[config.mk]
export PLATFORM = sky130hd
export DESIGN_NAME = fixed_encoder_multi
export DESIGN_NICKNAME = d
export VERILOG_FILES = /design/src/rtl/fe_pkg.sv /design/src/rtl/fe_history.sv /design/src/rtl/fixed_encoder_multi.sv
export SDC_FILE = /design/constraint.sdc
export NUM_CORES = 1
export LEC_CHECK = 0
export ABC_CLOCK_PERIOD_IN_PS = 3700
export CAP_MARGIN = 30
export CORE_MARGIN = 10
export CORE_UTILIZATION = 50
export DETAILED_ROUTE_END_ITERATION = 8
export PLACE_DENSITY = 0.82
export SETUP_SLACK_MARGIN = 0.05
export SYNTH_ARGS = -nofsm -noshare
export SYNTH_HDL_FRONTEND = slang
export SYNTH_HIERARCHICAL = 1
export SYNTH_SLANG_ARGS = --single-unit
[constraint.sdc]
create_clock -name iClock -period 3.7 [get_ports iClock]
set_clock_uncertainty 0.05 [all_clocks]
set_input_delay 0.555 -clock iClock [delete_from_list [all_inputs] [get_ports iClock]]
set_output_delay 0.555 -clock iClock [all_outputs]
set_load 0.05 [all_outputs]
[src/rtl/fe_pkg.sv]
// Shared constants, FSM state type and order clamp for the multi-order FLAC fixed encoder.
package fe_pkg;

  localparam int unsigned MAX_ORDER = 4;
  localparam int unsigned ORDER_W   = 3;
  localparam int unsigned GROWTH    = 4;

  typedef enum logic [1:0] {
    IDLE,
    WARMUP,
    RUN
  } state_e;

  // Orders above the largest fixed predictor fall back to it.
  function automatic logic [ORDER_W-1:0] clamp_order(input logic [ORDER_W-1:0] order);
    return (order > ORDER_W'(MAX_ORDER)) ? ORDER_W'(MAX_ORDER) : order;
  endfunction

endpackage

[src/rtl/fe_history.sv]
// Five-tap sample history; a clear loads the new sample and zeroes all older taps.
module fe_history
  import fe_pkg::*;
#(
  parameter int SAMPLE_W = 16
) (
  input  logic                               iClock,
  input  logic                               iResetN,
  input  logic                               iEnable,
  input  logic                               iClear,
  input  logic [SAMPLE_W-1:0]                iSample,
  output logic [MAX_ORDER:0][SAMPLE_W-1:0]   oTaps
);

  always_ff @(posedge iClock or negedge iResetN) begin
    if (!iResetN) begin
      oTaps <= '0;
    end else if (iEnable) begin
      oTaps[0] <= iSample;
      for (int i = 1; i <= int'(MAX_ORDER); i++) begin
        oTaps[i] <= iClear ? '0 : oTaps[i-1];
      end
    end
  end

endmodule

[src/rtl/fixed_encoder_multi.sv]
// FLAC fixed-predictor residual encoder, orders 0..4, three-stage pipeline.
// Define FE_ABS_SUM_EN to add the per-frame saturating sum of |residual| (oAbsSum/oSumValid).
module fixed_encoder_multi
  import fe_pkg::*;
#(
  parameter int SAMPLE_W = 16,
  parameter int RES_W    = SAMPLE_W + GROWTH,
  parameter int LATENCY  = 3
) (
  input  logic                      iClock,
  input  logic                      iResetN,
  input  logic                      iValid,
  input  logic                      iFirst,
  input  logic                      iLast,
  input  logic [ORDER_W-1:0]        iOrder,
  input  logic [SAMPLE_W-1:0]       iSample,
  output logic                      oValid,
  output logic                      oWarmup,
  output logic                      oFirst,
  output logic                      oLast,
  output logic [ORDER_W-1:0]        oOrder,
  output logic signed [RES_W-1:0]   oResidual
`ifdef FE_ABS_SUM_EN
  ,
  output logic [RES_W+16-1:0]       oAbsSum,
  output logic                      oSumValid
`endif
);

  if (LATENCY != 3) begin : g_bad_latency
    $error("fixed_encoder_multi supports LATENCY == 3 only");
  end

  function automatic logic signed [RES_W-1:0] sext(input logic [SAMPLE_W-1:0] v);
    return {{(RES_W-SAMPLE_W){v[SAMPLE_W-1]}}, v};
  endfunction

  state_e               state_q;
  logic [ORDER_W-1:0]   order_q, cnt_q;
  logic                 accept, restart, warm_now;
  logic [ORDER_W-1:0]   ord_in, ord_now;

  logic                 s1_valid, s1_first, s1_last, s1_warmup;
  logic [ORDER_W-1:0]   s1_order;
  logic [MAX_ORDER:0][SAMPLE_W-1:0] taps;

  always_comb begin
    restart  = iValid & iFirst;
    accept   = iValid & (iFirst | (state_q != IDLE));
    ord_in   = clamp_order(iOrder);
    ord_now  = restart ? ord_in : order_q;
    warm_now = restart ? (ord_in != '0) : (state_q == WARMUP);
  end

  fe_history #(
    .SAMPLE_W (SAMPLE_W)
  ) u_history (
    .iClock  (iClock),
    .iResetN (iResetN),
    .iEnable (accept),
    .iClear  (restart),
    .iSample (iSample),
    .oTaps   (taps)
  );

  // Frame FSM plus stage 1 control; cnt_q counts warm-up samples already accepted.
  always_ff @(posedge iClock or negedge iResetN) begin
    if (!iResetN) begin
      state_q   <= IDLE;
      order_q   <= '0;
      cnt_q     <= '0;
      s1_valid  <= 1'b0;
      s1_first  <= 1'b0;
      s1_last   <= 1'b0;
      s1_warmup <= 1'b0;
      s1_order  <= '0;
    end else begin
      s1_valid  <= accept;
      s1_first  <= accept & iFirst;
      s1_last   <= accept & iLast;
      s1_warmup <= accept & warm_now;
      if (accept) s1_order <= ord_now;
      if (restart) begin
        order_q <= ord_in;
        cnt_q   <= ORDER_W'(1);
        if (iLast)                       state_q <= IDLE;
        else if (ord_in > ORDER_W'(1))   state_q <= WARMUP;
        else                             state_q <= RUN;
      end else if (accept) begin
        if (state_q == WARMUP) cnt_q <= cnt_q + ORDER_W'(1);
        if (iLast) begin
          state_q <= IDLE;
        end else if (state_q == WARMUP && (cnt_q + ORDER_W'(1)) == order_q) begin
          state_q <= RUN;
        end
      end
    end
  end

  // Stage 2: partial sums for every order, multiplies built from shifts and adds.
  logic signed [RES_W-1:0] a0, a1, a2, a3, a4;
  logic signed [RES_W-1:0] c1, c2, c3, c4;
  logic signed [RES_W-1:0] p0, p1, p2, p3, p4;
  logic                    s2_valid, s2_first, s2_last, s2_warmup;
  logic [ORDER_W-1:0]      s2_order;

  always_comb begin
    a0 = sext(taps[0]);
    a1 = sext(taps[1]);
    a2 = sext(taps[2]);
    a3 = sext(taps[3]);
    a4 = sext(taps[4]);
    c1 = a0 - a1;
    c2 = a0 - (a1 <<< 1) + a2;
    c3 = a0 - ((a1 <<< 1) + a1) + ((a2 <<< 1) + a2) - a3;
    c4 = a0 - (a1 <<< 2) + ((a2 <<< 2) + (a2 <<< 1)) - (a3 <<< 2) + a4;
  end

  always_ff @(posedge iClock or negedge iResetN) begin
    if (!iResetN) begin
      s2_valid  <= 1'b0;
      s2_first  <= 1'b0;
      s2_last   <= 1'b0;
      s2_warmup <= 1'b0;
      s2_order  <= '0;
      p0 <= '0;
      p1 <= '0;
      p2 <= '0;
      p3 <= '0;
      p4 <= '0;
    end else begin
      s2_valid  <= s1_valid;
      s2_first  <= s1_first;
      s2_last   <= s1_last;
      s2_warmup <= s1_warmup;
      if (s1_valid) begin
        s2_order <= s1_order;
        p0 <= a0;
        p1 <= c1;
        p2 <= c2;
        p3 <= c3;
        p4 <= c4;
      end
    end
  end

  // Stage 3: order select and output register.
  logic signed [RES_W-1:0] sel;

  always_comb begin
    sel = p0;
    if (!s2_warmup) begin
      case (s2_order)
        3'd0:    sel = p0;
        3'd1:    sel = p1;
        3'd2:    sel = p2;
        3'd3:    sel = p3;
        default: sel = p4;
      endcase
    end
  end

  always_ff @(posedge iClock or negedge iResetN) begin
    if (!iResetN) begin
      oValid    <= 1'b0;
      oWarmup   <= 1'b0;
      oFirst    <= 1'b0;
      oLast     <= 1'b0;
      oOrder    <= '0;
      oResidual <= '0;
    end else begin
      oValid  <= s2_valid;
      oWarmup <= s2_warmup;
      oFirst  <= s2_first;
      oLast   <= s2_last;
      if (s2_valid) begin
        oOrder    <= s2_order;
        oResidual <= sel;
      end
    end
  end

`ifdef FE_ABS_SUM_EN
  localparam int SUM_W = RES_W + 16;

  logic [RES_W-1:0] mag;
  logic [SUM_W:0]   sum_ext;

  // Carry out of the extended add marks saturation.
  always_comb begin
    mag = oResidual[RES_W-1] ? -oResidual : oResidual;
    if (oWarmup) mag = '0;
    sum_ext = (oFirst ? '0 : {1'b0, oAbsSum}) + (SUM_W+1)'(mag);
  end

  always_ff @(posedge iClock or negedge iResetN) begin
    if (!iResetN) begin
      oAbsSum   <= '0;
      oSumValid <= 1'b0;
    end else begin
      oSumValid <= oValid & oLast;
      if (oValid) oAbsSum <= sum_ext[SUM_W] ? '1 : sum_ext[SUM_W-1:0];
    end
  end
`endif

endmodule
# Word-level counts from Yosys, hierarchy flattened
# Index checks and enable logic that the tools add are counted.
[totals]
mem_bits_ro = 0
output_inout_bits = 27
latchBits = 0
inputBits = 24
reg_bits = 225
mem_count = 0
ram_bits = 0
wordCells = 83
[classes]
addsub = 14
magnitude_cmp = 2
n_div = 0
multipliers = 0
reduce_logical = 9
muxes = 18
n_eq_ne = 5
bitwise = 6
n_shift = 0
[ops]
columns = ["operator", "count"]
rows = [
  ["20-bit one-hot mux with 4 select lines", 1],
  ["16-bit two-way mux", 4],
  ["16-bit by 18-bit subtractor with 19-bit output", 2],
  ["17-bit by 16-bit adder with 18-bit output", 2],
  ["19-bit by 18-bit adder with 20-bit output", 1],
  ["19-bit by 19-bit adder with 20-bit output", 1],
  ["20-bit by 16-bit adder with 20-bit output", 1],
  ["20-bit two-way mux", 1],
  ["20-bit by 16-bit subtractor with 20-bit output", 1],
  ["20-bit by 18-bit subtractor with 20-bit output", 1],
  ["18-bit by 16-bit adder with 19-bit output", 1],
  ["18-bit by 17-bit adder with 19-bit output", 1],
  ["16-bit by 17-bit subtractor with 18-bit output", 1],
  ["16-bit by 16-bit subtractor with 17-bit output", 1],
  ["3-bit two-way mux", 5],
  ["2-bit two-way mux", 6],
  ["3-bit by 2-bit == test with 1-bit output (second input constant)", 2],
  ["2-bit nonzero test", 3],
  ["3-bit nonzero test", 2],
  ["1-bit AND", 5],
  ["2-bit AND reduction", 2],
  ["3-bit by 1-bit adder with 3-bit output (second input constant)", 1],
  ["3-bit by 1-bit == test with 1-bit output (second input constant)", 1],
  ["3-bit == test", 1],
  ["other kinds (7)", 7],
]

# Longest topological paths before layout
# Gate-level depths: netlist (run 1).
[depth]
ltp_word = 7
mapped_depth = 15
ltp_nobuf = 15

# Hierarchy
# The synthesis (run 1) kept the hierarchy.
[by_module_without_submodules]
columns = ["mod", "cells_each", "area_each_um2", "n_inst"]
rows = [
  ["fixed_encoder_multi", 1367, 13152.6, 1],
  ["fe_history", 310, 3440.8, 1],
]

# Worst setup path after synthesis (run 1)
# No wires, ideal clock.
[synth_timing]
path_type = "reg-to-reg"
startpoint = "reg u_history/oTaps[3] (netlist name)"
endpoint = "reg p4[17]"
period_less_slack_ps = 4085
setup_slack_ps = -385
n_path_buf = 0
required_ps = 3526
stages_incl_launch_ff = 16
t_arrival_ps = 3911
cell_sequence = "dfrtp_1 inv_1 fa_1 inv_1 fa_1 inv_1 fa_1 inv_1 ha_1 a21o_1 a21oi_1 o21ai_0 a221oi_1 a22o_1 nor3_1 a211o_1"
[synth_between]
elab_chain_len = 4
[synth_lines]
columns = ["element", "line_no", "text"]
rows = [
  ["start, declared", "fe_history.sv:12", "output logic [MAX_ORDER:0][SAMPLE_W-1:0] oTaps"],
  ["start signal, assigned by index", "fe_history.sv:21", "oTaps[i] <= iClear ? '0 : oTaps[i-1];"],
  ["16-bit by 18-bit subtractor with 19-bit output", "fixed_encoder_multi.sv:116", "c4 = a0 - (a1 <<< 2) + ((a2 <<< 2) + (a2 <<< 1)) - (a3 <<< 2) + a4;"],
  ["19-bit by 19-bit adder with 20-bit output", "fixed_encoder_multi.sv:116", ""],
  ["20-bit by 18-bit subtractor with 20-bit output", "fixed_encoder_multi.sv:116", ""],
  ["20-bit by 16-bit adder with 20-bit output", "fixed_encoder_multi.sv:116", ""],
  ["end signal, assigned", "fixed_encoder_multi.sv:130", "p4 <= '0;"],
  ["end signal, assigned", "fixed_encoder_multi.sv:142", "p4 <= c4;"],
  ["end, declared", "fixed_encoder_multi.sv:103", "logic signed [RES_W-1:0] p0, p1, p2, p3, p4;"],
]
# Every way passes these cells.
# A chain may end at the register's enable or synchronous reset.

# Worst setup path in the final report (run 1)
[layout_timing]
startpoint = "reg u_history/oTaps[36] (netlist name)"
endpoint = "reg p4[18]"
[layout_between]
elab_chain_len = 4
[layout_lines]
columns = ["element", "line_no"]
rows = [
  ["18-bit by 17-bit adder with 19-bit output", "fixed_encoder_multi.sv:116"],
  ["19-bit by 19-bit adder with 20-bit output", "fixed_encoder_multi.sv:116"],
  ["20-bit by 18-bit subtractor with 20-bit output", "fixed_encoder_multi.sv:116"],
  ["20-bit by 16-bit adder with 20-bit output", "fixed_encoder_multi.sv:116"],
]
# Every way passes these cells.

==> impl_metrics.env, run 1 <==
export IMPL_cp_cell_sequence="buf_4, fa_1, fa_1, inv_1, fa_1, inv_2, ha_4, and3_4, a22oi_2, a211oi_2, nor3_2, o31ai_2, mux2i_1, o22ai_1"
export IMPL_cts_htree_levels=1
export IMPL_synth_edf_count=0
export IMPL_grt_ovfl_total=0
export IMPL_fmax_mhz=248.8
export IMPL_portBuffers=50
export IMPL_io_pins=51
export IMPL_synth_top_cells_by_count="inv_1 (370), dfrtp_1 (221), fa_1 (146)"
export IMPL_failed_checks="setup timing"
export IMPL_regArea_um2=5558
export IMPL_die_w_um=202.2
export IMPL_clock_sinks=221
export IMPL_synth_area_per_cell_um2=9.895
export IMPL_drt_iter0_drc=1143
export IMPL_path_class="reg2reg"
export IMPL_yosys_area_top_type="dfrtp_1"
export IMPL_synth_most_common_cell="inv_1"
export IMPL_crit_slowest_cell="fa_1"
export IMPL_tns_ns=-5.426
export IMPL_cp_arrival_ns=4.35
export IMPL_cp_slowest_stage_delay_ns=0.55
export IMPL_drc=0
export IMPL_maxCapViolCount=0
export IMPL_cts_made_buffers=25
export IMPL_rsz0062_at_grt="yes"
export IMPL_dp_cells=2289
export IMPL_drive_gt1_frac=0.2837
export IMPL_cts_root_buf="clkbuf_16"
export IMPL_drtPass1Iterations=8
export IMPL_synth_area_leaders="dfrtp_1 (33%), fa_1 (18%), inv_1 (8.4%)"
export IMPL_netlist_area_leader_share=0.3333
export IMPL_yosys_warnings=6
export IMPL_fin_ws_ns=-0.3186
export IMPL_clkTransAtPathRegs_ns=0.06
export IMPL_tightest_slew_ns=0.9425
export IMPL_netlist_area_um2=16590
export IMPL_required_ns=4.03
export IMPL_ys_ff_latch=221
export IMPL_die_area_um2=40870
export IMPL_antenna_found_initial=1
export IMPL_cts_tree="built"
export IMPL_synthArstFlopShare=1.000
export IMPL_finalHoldViolations=0
export IMPL_dr_total_vias=13436
export IMPL_wl_um=47660
export IMPL_via_per_inst=5.619
export IMPL_final_max_slew_viol_count=0
export IMPL_fp_dieH_um=202.2
export IMPL_netlist_instances=1677
export IMPL_ys_seq_area_frac=0.3333
export IMPL_worstSetupEndpointType="register"
export IMPL_grt_pass1_vias=14249
export IMPL_grt_usage=0.2203
export IMPL_layout_cells_non_filler=2391
export IMPL_synth_cell_types=66
export IMPL_path_common_cell="fa_1"
export IMPL_ant_nets=0
export IMPL_multi_input_area_um2=10120
export IMPL_period_share=1.086
export IMPL_wl_per_cell_um=19.93
export IMPL_worstHoldPathType="reg2reg"
export IMPL_clockBufferDepth=3
export IMPL_core_area_um2=32620
export IMPL_status="finished, violations left"
export IMPL_worstSkewPairLatency_ns=0.53
export IMPL_gp_congestion=0.9467
export IMPL_grt_first_pass_wirelength_um=73560
export IMPL_nets=2184
export IMPL_grt_max_degree=108
export IMPL_critPathMaxFanout=5
export IMPL_area_delta_synth_final_pct=25.97
export IMPL_setup_violations_final=26
export IMPL_fillers=2322
export IMPL_dp_hpwl_um=31280
export IMPL_num_rows=66
export IMPL_antenna_cells=0
export IMPL_ys_flop_type="dfrtp_1"
export IMPL_synth_fp_nets=1928
export IMPL_start_util=0.5087
export IMPL_slew_headroom=0.3709
export IMPL_crit_path_start_kind="register"
export IMPL_fin_crit_ns=4.019
==> final cells by class <==
type	count	share of cell area
flip-flops and latches	221	0.2659
repair buffers	291	0.1181
well taps	442	0.02646
clock buffers	37	0.03448
multi-input cells	1024	0.4840
clock inverters	6	0.004250
inverters	370	0.06686
==> final timing paths <==
| kind | from | to | slack, ns | cells after the start |
|---|---|---|---|---|
| max | u_history/oTaps[36] | p4[18] | -0.32 | 14 |
| min | s2_last | oLast | 0.30 | 0 |
| max reg2reg | u_history/oTaps[36] | p4[18] | -0.32 | 14 |
| min reg2reg | s2_last | oLast | 0.30 | 0 |
| max in group asynchronous | iResetN | s2_order[0] | 2.23 | 3 |
| min in group asynchronous | iResetN | u_history/oTaps[20] | 0.53 | 2 |
==> registers in the layout, indices dropped and copies added, names as in the netlist, 16 cells and up <==
name and cells:
oResidual 20, p0 16, p1 17, p2 19
p3 20, p4 20, u_history/oTaps 80
==> what timing repair did <==
action                                 4_1_cts  5_1_grt
hold buffers                                 1        0
setup endpoints to repair                   27       33
endpoints found under the hold margin       66        0
pin swaps                                   98       62
buffers inserted                            40       20
resized for setup                          105       62
==> kinds of logic (layout without fill, tap and decap cells) <==
kind of cell / count (synthesis) / in the layout / share of synthesized area
compound gates: 365 / 365 / 0.1337
flops: 221 / 221 / 0.3333
mux: 112 / 112 / 0.07646
buf+inv: 432 / 704 / 0.1046
fa+ha+maj: 227 / 227 / 0.2372
simple gates: 261 / 261 / 0.08362
xor+xnor: 59 / 59 / 0.03114
==> placed cells by master (no fill, tap or decap), drive strengths merged, types with 29 or more instances in the layout <==
cell type      instances
inv                  370
buf                  241
dfrtp                221
fa                   146
a21oi                122
o21ai                104
mux2                  90
nor2                  81
ha                    81
nand3b                68
clkdlybuf4s50         49
nand2                 47
xnor2                 41
clkbuf                37
a21o                  29
==> metrics by stage <==
stage	hold WS [ns]	cell area [um^2]	setup WS (ns)	utilization
2_1_floorplan	0.2094	16820	-0.002522	-
3_5_place_dp	0.2855	18920	-0.3495	0.5801
5_1_grt	0.3030	20900	-0.4736	0.6408
3_3_place_gp	0.2820	18920	-0.2344	0.5801
4_1_cts	0.2987	20470	-0.2096	0.6276
6_report	0.2959	20900	-0.3186	0.6408
==> routing by layer <==
| metal | wire (um) | share of wire | global-route usage |
|---|---|---|---|
| met1 | 17460 | 0.37 | 0.2523 |
| met2 | 24390 | 0.51 | 0.3842 |
| met3 | 2212 | 0.046 | 0.02575 |
| met4 | 3603 | 0.076 | 0.1426 |
| met5 | 0 | 0 | 0 |
==> worst max-delay path, delay by kind of cell, from the launching register on <==
family,cells,cell delay (ns)
AO/OA/AOI/OAI,4,0.77
adder cells (fa/ha/maj),4,1.79
buffers and inverters,3,0.30
flip-flops,1,0.46
multiplexers,1,0.22
AND/OR/NAND/NOR,2,0.27
Power of run 1 is not shown: default switching activity piles up to over one toggle a cycle in this logic, so the estimate is an artifact.
==> run 2: changes to the inputs <==
--- a/config.mk
+++ b/config.mk
@@ -7,10 +7,12 @@
 export LEC_CHECK = 0
 export ABC_CLOCK_PERIOD_IN_PS = 3700
 export CAP_MARGIN = 30
+export CELL_PAD_IN_SITES_DETAIL_PLACEMENT = 1
+export CELL_PAD_IN_SITES_GLOBAL_PLACEMENT = 1
 export CORE_MARGIN = 10
-export CORE_UTILIZATION = 50
+export CORE_UTILIZATION = 45
 export DETAILED_ROUTE_END_ITERATION = 8
-export PLACE_DENSITY = 0.82
+export PLACE_DENSITY = 0.89
 export SETUP_SLACK_MARGIN = 0.05
 export SYNTH_ARGS = -nofsm -noshare
 export SYNTH_HDL_FRONTEND = slang
==> run 2 against run 1 <==
Compared with the run above:
- the flow still finishes with violations (setup timing)
- maximum frequency is 15% lower
- highest routed layer is now met5
- via count is 19% higher
- non-clock buffer count increased by 4
- largest cell class unchanged
- critical path type unchanged
- routed wire length is 76% higher
- count of clock-buffer cells in the layout fell by 5
- setup slack worse by 0.69 ns
- global-route usage up 10 points
==> impl_metrics.env, run 2 (synthesis gave the netlist of run 1 again) <==
export IMPL_status="finished, violations left"
export IMPL_failed_checks="setup timing"
export IMPL_fillers=3881
export IMPL_layout_cells_non_filler=2427
export IMPL_tightest_slew_ns=1.215
export IMPL_r2r_slack_ns=-1.01
export IMPL_final_max_slew_viol_count=0
export IMPL_nets=2189
export IMPL_cts_tree="built"
export IMPL_tns_ns=-18.50
export IMPL_crit_path_start_kind="register"
export IMPL_maxCapViolCount=0
export IMPL_antenna_found_initial=7
export IMPL_die_w_um=212.0
export IMPL_path_class="reg2reg"
export IMPL_fin_crit_ns=4.712
export IMPL_start_util=0.4543
export IMPL_worstSetupEndpointType="register"
export IMPL_cts_root_buf="clkbuf_16"
export IMPL_area_delta_synth_final_pct=27.86
export IMPL_dp_cells=2328
export IMPL_cp_slowest_stage_delay_ns=0.70
export IMPL_crit_slowest_cell="a21oi_1"
export IMPL_path_common_cell="fa_1"
export IMPL_placed_area_um2=19050
export IMPL_clock_sinks=221
export IMPL_cp_arrival_ns=5.05
export IMPL_final_cell_mix="inv_1 (312), buf_4 (220), dfrtp_1 (194)"
export IMPL_cts_made_buffers=26
export IMPL_final_common_cell="inv_1"
export IMPL_crit_family="adder cells"
export IMPL_clkTransAtPathRegs_ns=0.08
export IMPL_regMostFlops="u_history/oTaps"
export IMPL_fin_ws_ns=-1.012
export IMPL_ant_nets=0
export IMPL_worstSkewPairLatency_ns=0.58
export IMPL_rsz0062_at_grt="yes"
export IMPL_cp_cell_sequence="inv_2, fa_1, inv_1, fa_1, inv_1, fa_1, inv_2, ha_4, buf_4, o21a_1, o21ai_2, nand2_1, nand2_8, buf_6, xor2_2, a21oi_1"
export IMPL_fmax_mhz=212.2
export IMPL_worstHoldPathType="reg2reg"
export IMPL_fp_dieH_um=212.0
export IMPL_drtPass1Iterations=6
export IMPL_clockBufferDepth=3
export IMPL_wl_um=83900
export IMPL_finalHoldViolations=0
export IMPL_required_ns=4.04
export IMPL_via_per_inst=6.565
export IMPL_grt_first_pass_wirelength_um=108200
export IMPL_wl_per_cell_um=34.57
export IMPL_dp_hpwl_um=41760
export IMPL_portBuffers=50
export IMPL_slew_headroom=0.1670
export IMPL_cts_htree_levels=1
export IMPL_period_share=1.274
export IMPL_drt_iter0_drc=1941
export IMPL_num_rows=70
export IMPL_die_area_um2=44950
export IMPL_core_area_um2=36520
export IMPL_drc=0
export IMPL_grt_usage=0.3208
export IMPL_critPathMaxFanout=4
export IMPL_final_area_um2=21220
export IMPL_setup_violations_final=40
export IMPL_dr_total_vias=15933
export IMPL_grt_pass1_vias=17395
export IMPL_cp_num_buf_inv=6
export IMPL_largest_reg_flops=80
export IMPL_grt_ovfl_total=0
export IMPL_gp_congestion=0.9094
export IMPL_grt_max_degree=85
export IMPL_drive_gt1_frac=0.3039
export IMPL_io_pins=51
[run 2: through the flow]
| step | util | hold WS (ns) | setup slack [ns] |
|---|---|---|---|
| 6_report | 0.5809 | 0.3015 | -1.012 |
| 5_1_grt | 0.5809 | 0.3064 | -0.9550 |
| 4_1_cts | 0.5675 | 0.3057 | -0.3701 |
| 3_3_place_gp | 0.5217 | 0.2834 | -0.3724 |
| 3_5_place_dp | 0.5217 | 0.2935 | -0.5386 |
| 2_1_floorplan | - | 0.2094 | -0.002522 |
[run 2: worst paths after layout]
path                                  endpoint  cells after the start                start
hold reg to reg                       s2_first                      0             s1_first
setup / recovery                         p3[9]                     16  u_history/oTaps[38]
min in group asynchronous  u_history/oTaps[38]                      2              iResetN
hold / removal                        s2_first                      0             s1_first
max in group asynchronous                p3[1]                      3              iResetN
setup reg to reg                         p3[9]                     16  u_history/oTaps[38]
[run 2: per-layer routing]
layer | global-route usage | vias to the layer above | routed length, um
met2 | 0.5513 | 1354 | 39420
met1 | 0.3109 | 7906 | 26170
met3 | 0.07908 | 696 | 8407
met4 | 0.3050 | 8 | 9853
li1 | - | 5969 | -
met5 | 0 | - | 54
[run 2: area by class of cell]
class / count / area, um^2 / share of cell area
Multi-Input combinational cell: 1024 / 10300 / 0.4857
Sequential cell: 221 / 5567 / 0.2624
Timing Repair Buffer: 295 / 2472 / 0.1165
Inverter: 370 / 1408 / 0.06634
Clock buffer: 32 / 724.4 / 0.03415
Tap cell: 468 / 585.6 / 0.02760
Clock inverter: 16 / 152.6 / 0.007195
Antenna cell: 1 / 2.502 / 0.0001179
[run 2: repair_timing]
action                                 4_1_cts  5_1_grt
hold buffers                                 1        0
cloned                                       0        0
gates resized for setup                    135       76
setup endpoints to repair                   30       37
buffers inserted                            34       20
pin swaps                                   78       62
endpoints found under the hold margin       34        0
[run 2: worst register-to-register path: cells and delay by family (launching register included)]
kind	cells	cell delay [ns]
AO/OA/AOI/OAI	3	1.03
XOR/XNOR	1	0.07
adder cells (fa/ha/maj)	4	1.98
buffers and inverters	6	0.62
flip-flops	1	0.45
AND/OR/NAND/NOR	2	0.31
Power of run 2 is left out for the same reason.
